[config.mk]
export PLATFORM = sky130hd
export DESIGN_NAME = wb_regfile
export DESIGN_NICKNAME = d
export VERILOG_FILES = /design/src/rtl/wb_regfile_pkg.sv /design/src/rtl/wb_regfile_regfile_2r1w.sv /design/src/rtl/wb_regfile.sv
export SDC_FILE = /design/constraint.sdc
export NUM_CORES = 2
export LEC_CHECK = 0
export ABC_CLOCK_PERIOD_IN_PS = 2700
export CAP_MARGIN = 30
export CORE_UTILIZATION = 45
export DETAILED_ROUTE_END_ITERATION = 6
export HOLD_SLACK_MARGIN = 0.05
export PLACE_DENSITY = 0.66
export SYNTH_ARGS = -nofsm -noshare
export SYNTH_HDL_FRONTEND = slang
export SYNTH_SLANG_ARGS = --single-unit
export TNS_END_PERCENT = 5
[constraint.sdc]
create_clock -name clk -period 2.7 [get_ports clk]
set_input_delay 0.675 -clock clk [delete_from_list [all_inputs] [get_ports clk]]
set_output_delay 0.675 -clock clk [all_outputs]
set_load 0.01 [all_outputs]
[src/rtl/wb_regfile_pkg.sv]
// wb_regfile_pkg: shared WB control bit positions, zero-register index and default widths.
package wb_regfile_pkg;
    localparam int WB_REGWRITE = 1;
    localparam int WB_MEMTOREG = 0;
    localparam int REG_ZERO    = 0;
    localparam int DATA_W_DEF  = 32;
    localparam int ADDR_W_DEF  = 5;

    typedef struct packed {
        logic reg_write;
        logic mem_to_reg;
    } wb_ctrl_t;
endpackage

[src/rtl/wb_regfile_regfile_2r1w.sv]
// regfile_2r1w: two combinational read ports, one write port, register 0 hardwired to zero.
// rst is synchronous active-low and clears every entry.
module regfile_2r1w
    import wb_regfile_pkg::*;
#(
    parameter int DATA_W = DATA_W_DEF,
    parameter int ADDR_W = ADDR_W_DEF
) (
    input  logic              clk,
    input  logic              rst,
    input  logic              we,
    input  logic [ADDR_W-1:0] waddr,
    input  logic [DATA_W-1:0] wdata,
    input  logic [ADDR_W-1:0] raddr_a,
    input  logic [ADDR_W-1:0] raddr_b,
    output logic [DATA_W-1:0] rdata_a,
    output logic [DATA_W-1:0] rdata_b
);
    localparam int N = 2 ** ADDR_W;
    localparam logic [ADDR_W-1:0] ZERO = ADDR_W'(REG_ZERO);

    logic [DATA_W-1:0] regs_q [N];

    always_ff @(posedge clk) begin
        if (!rst) begin
            for (int i = 0; i < N; i++) regs_q[i] <= '0;
        end else if (we && waddr != ZERO) begin
            regs_q[waddr] <= wdata;
        end
    end

    assign rdata_a = (raddr_a == ZERO) ? '0 : regs_q[raddr_a];
    assign rdata_b = (raddr_b == ZERO) ? '0 : regs_q[raddr_b];
endmodule

[src/rtl/wb_regfile.sv]
// wb_regfile: MIPS write-back mux, effective write generation, bypassed register file reads.
// Optional WB_RETIRE_CNT_EN adds RetireCnt, a wrapping count of committed register writes.
module wb_regfile
    import wb_regfile_pkg::*;
#(
    parameter int DATA_W = DATA_W_DEF,
    parameter int ADDR_W = ADDR_W_DEF
) (
    input  logic              clk,
    input  logic              rst,
    input  logic [1:0]        WBin,
    input  logic [DATA_W-1:0] ADDin,
    input  logic [DATA_W-1:0] DMin,
    input  logic [ADDR_W-1:0] Rdin,
    input  logic [ADDR_W-1:0] RsAddr,
    input  logic [ADDR_W-1:0] RtAddr,
    output logic [DATA_W-1:0] RsData,
    output logic [DATA_W-1:0] RtData,
    output logic [DATA_W-1:0] WBData,
    output logic [ADDR_W-1:0] WBRd,
    output logic              WBWe
`ifdef WB_RETIRE_CNT_EN
    ,
    output logic [31:0]       RetireCnt
`endif
);
    localparam logic [ADDR_W-1:0] ZERO = ADDR_W'(REG_ZERO);

    wb_ctrl_t          wb;
    logic [DATA_W-1:0] rd_a, rd_b;

    assign wb     = wb_ctrl_t'(WBin);
    assign WBData = wb.mem_to_reg ? DMin : ADDin;
    assign WBWe   = rst && wb.reg_write && Rdin != ZERO;
    assign WBRd   = WBWe ? Rdin : '0;

    regfile_2r1w #(.DATA_W(DATA_W), .ADDR_W(ADDR_W)) u_rf (
        .clk     (clk),
        .rst     (rst),
        .we      (WBWe),
        .waddr   (Rdin),
        .wdata   (WBData),
        .raddr_a (RsAddr),
        .raddr_b (RtAddr),
        .rdata_a (rd_a),
        .rdata_b (rd_b)
    );

    // Reads are forced to zero during reset so stale storage never leaks before the clearing edge.
    assign RsData = !rst ? '0 : (WBWe && RsAddr == Rdin) ? WBData : rd_a;
    assign RtData = !rst ? '0 : (WBWe && RtAddr == Rdin) ? WBData : rd_b;

`ifdef WB_RETIRE_CNT_EN
    logic [31:0] cnt_q, cnt_d;

    assign cnt_d     = cnt_q + {31'd0, WBWe};
    assign RetireCnt = cnt_q;

    always_ff @(posedge clk) begin
        if (!rst) cnt_q <= '0;
        else      cnt_q <= cnt_d;
    end
`endif
endmodule

# Yosys cells after proc, flatten, opt, wreduce, memory -nomap -nowiden
# Memories as Yosys holds them, arrays and structs flattened.
# Cells that the tools add are included.
# op_classes
n_eq_ne,2
muxes,15
n_reduce_logical,9
# op_table
operator,n
$mux W32,8
$reduce_or A32 Y1,1
$eq A5 B5 Y1,2
$logic_not A5 Y1,2
$mux W5,2
$logic_and A1 B1 Y1,5
$mux W1,5
$reduce_bool A5 Y1,1
# word_totals
reg_bits,0
mem_bits_rw,1024
in_bits,83
n_memories,1
# mem_list
name,depth,width,read_ports,rd_ports_with_merged_regs,wr,line_no,text
u_rf.regs_q,32,32,2,0,32,wb_regfile_regfile_2r1w.sv:22,logic [DATA_W-1:0] regs_q [N];

# Longest topological paths before layout
# logic_depth
word_depth,8
depth_mapped,7
depth_no_buf,4

# Modules after synthesis
# From an unflattened synthesis, not the netlist that was laid out.
# unflattened
cells_unflattened,3744
hier_area_um2,55901.1
# by_module_without_submodules
mod,n_inst,cells_per_inst,area_per_inst_um2,seq_area_each_um2
regfile_2r1w,1,3509,54204.5,30749.5
wb_regfile,1,235,1696.6,0.0

# Least setup slack after synthesis
# OpenSTA, ideal clock, no wires.
# synth_timing
path_kind,input-to-output
startpoint,input port RsAddr[0]
endpoint,output port RsData[10]
arrival_time_ps,2213
setup_slack_ps,-188
cell_stages,7
n_path_buf,3
path_cell_list,buf_2 -> buf_6 -> buf_2 -> mux4_2 -> a22o_1 -> nor2_1 -> o221ai_1
# synth_between
elab_chain_cells,4
elab_cells_between_ends,7
# synth_lines
item,line_no,text
start: declaration,wb_regfile.sv:15,"input logic [ADDR_W-1:0] RsAddr,"
$mem_v2 Z32 W32 (tied with other cells),n/a,
$mux W32 / $logic_and A1 B1 Y1 (equally long branches),"wb_regfile_regfile_2r1w.sv:32, wb_regfile.sv:50",
$mux W32 * (2 in series),wb_regfile.sv:50,assign RsData = !rst ? '0 : (WBWe && RsAddr == Rdin) ? WBData : rd_a;
end: declaration,wb_regfile.sv:17,"output logic [DATA_W-1:0] RsData,"
# Every way passes the cells marked *; elsewhere a longest branch is shown, timed or not.

# Worst setup path in the final report
# layout_timing
startpoint,input port RsAddr[0]
endpoint,output port RsData[15]
# Same word-level chain as after synthesis.

==> results.toml <==
[layout]
final_cell_mix = "1032 x nor2_1, 1024 x edfxtp_1, 512 x mux4_2"
multi_input_area_um2 = 22100
seqCellArea_um2 = 30700
post-route-util_pct = 57.9
largest_register_ffs = 1024
drive_gt1_share_pct = 39.1
nets = 4266
fin_area_um2 = 67600
syn_to_final_growth_pct = 27.0
top_register = "u_rf.regs_q"
num-fill-cells = 8829
fin_cells = 5794
reg_top3 = "u_rf.regs_q x1024"
layout_commonest_cell = "nor2_1"

[sta]
timing.final.crit_period_ps = 3320
setup_viol = 64
drv_slew = 0
slew_headroom_pct = 50.4
rsz0062_at_grt = "true"
worstMarginPinSlew_ps = 744
hold_ws_ps = 815
fin_ws_ps = -619
hold_violations = 0
fmax_ghz = 0.301
post-route-period-util_pct = 123

[clock_tree]
cts-buffers-inserted = 106
cts_tree = "yes"
clockBufferDepth = 3
cts_root_buf = "clkbuf_16"
h-tree-depth = 3
cts_sinks = 1024
path_clk_slew_ps = 60

[routing]
num_vias = 37900
vias_per_cell = 6.54
drc = 0
totalWireLength_mm = 188
final_antenna_net_count = 0
first_iter_violations = 6025
wire_per_inst_um = 32.5
dr.pass1.iters = 6

[die]
die_w_um = 346
die_h_um = 346
die_area_um2 = 120000
rows = 125
core-area_um2 = 117000
ios = 185
start_util_pct = 45.6

[run_status]
violations = "setup timing"
outcome = "finished, violations left"

[global_routing]
grt_util_met2_pct = 47.5
grt_pass1_wl_mm = 268
grt_pass1_vias = 37600
met3_usage_pct = 9.57
gr-total-overflow = 0
grt_use_met1_pct = 42.0
grt_max_degree = 38
grt_usage_pct = 31.1
antenna_found_initial = 4
grt_busiest_layer = "met2"

[placement]
place.gp.congestion = 0.920
dp.cells = 5527
dp_slack_ps = -1720
place.port_buffers = 184
place_hpwl_mm = 121
placed_area_um2 = 62200

[synthesis]
ys_top_cells_by_area = "edfxtp_1 58%, mux4_2 22%, nor2_1 7.5%, mux2i_1 3.0%, a22o_1 2.1%"
async_flop_share_pct = 0
yosysWarnings = 0
synth-seq-area-share_pct = 57.8
postSynthCellCount = 3625
synth_area_um2 = 53200
synth_cell_types = 30
synth_ff_type = "edfxtp_1"
synth_area_leader_cell = "edfxtp_1"
synth-seq-cells = 1024
avgSynthCellArea_um2 = 14.7
yosysTopAreaCellShare_pct = 57.8
synth_edf_count = 1024

[power]
p_leak_uw = 0.0248
ir_drop_mv = 0.497
cellPowerDensity_nw_per_um2 = 598

[job]
drv_cap = 0

[critical_path]
endpoint_kind = "output port"
critPathLaunchType = "input port"
critical_path_class = "input port to output port"
crit_arrival_ps = 2640
critical_path_peak_fanout = 8
worstPathRequired_ps = 2030

[min_path]
hold_path.class = "input port to register"
## final cells by class
class	count	share of cell area, %
Multi-Input combinational cell	2196	32.8
Clock buffer	141	4.27
Antenna cell	1	0.00370
Timing Repair Buffer	822	13.9
Sequential cell	1024	45.5
Tap cell	1524	2.82
Clock inverter	53	0.622
Inverter	33	0.183
## per-stage QoR
stage	setup TNS [ps]	total power [uW]
floorplan	-108970	22300
finish	-32130	40400
global placement	-477100	25600
CTS	-35100	40200
detailed placement	-469990	25700
global route	-34630	41300
## report_power, final
part           internal, uW  switching (uW)  total [uW]
clock                  8130            6230       14400
combinational          3450            3830        7280
sequential            18400             432       18800
total                 30000           10500       40400
## critical path, stage by stage
cell	delay (ps)
buf_16	140
buf_12	170
buf_8	140
mux4_2	510
a22o_1	270
nor2_2	140
buf_4	160
o221ai_1	150
clkdlybuf4s15_2	260
## cells in the mapped netlist, types with 35 or more instances
cell,instances
edfxtp_1,1024
o221ai_1,64
a22o_1,128
nand2_1,66
clkbuf_1,289
nand4_1,64
mux2i_1,160
mux4_2,512
buf_2,56
nor2_1,1061
mux2_2,64
buf_4,35
## cell families after synthesis
group	count (synthesis)	share of synthesized area, %
DFF	1024	57.8
and+or+nand+nor	1220	9.06
AOI/OAI and AO/OA	198	3.25
muxes	736	26.0
buffers and inverters	436	3.73
xor gates and xnor gates	10	0.165
other	1	0.00704
## worst paths after layout
path | start | end | cells after the start
max | RsAddr[0] | RsData[15] | 9
min | rst | u_rf.regs_q[0][22] | 3
## repair_timing
item	4_1_cts	5_1_grt
setup buffers	56	10
gates cloned	16	0
pin swaps	55	21
hold buffers	0	0
endpoints found under the setup margin	100	89
endpoints found under the hold margin	0	0
gates resized for setup	498	131
## per-layer routing
| metal | vias to the layer above | wire [um] |
|---|---|---|
| met4 | 4 | 8050 |
| met5 | - | 20 |
| met3 | 456 | 27100 |
| met1 | 19400 | 67900 |
| met2 | 2892 | 85200 |
| li1 | 15100 | - |
(Power assumes the default switching activity.)
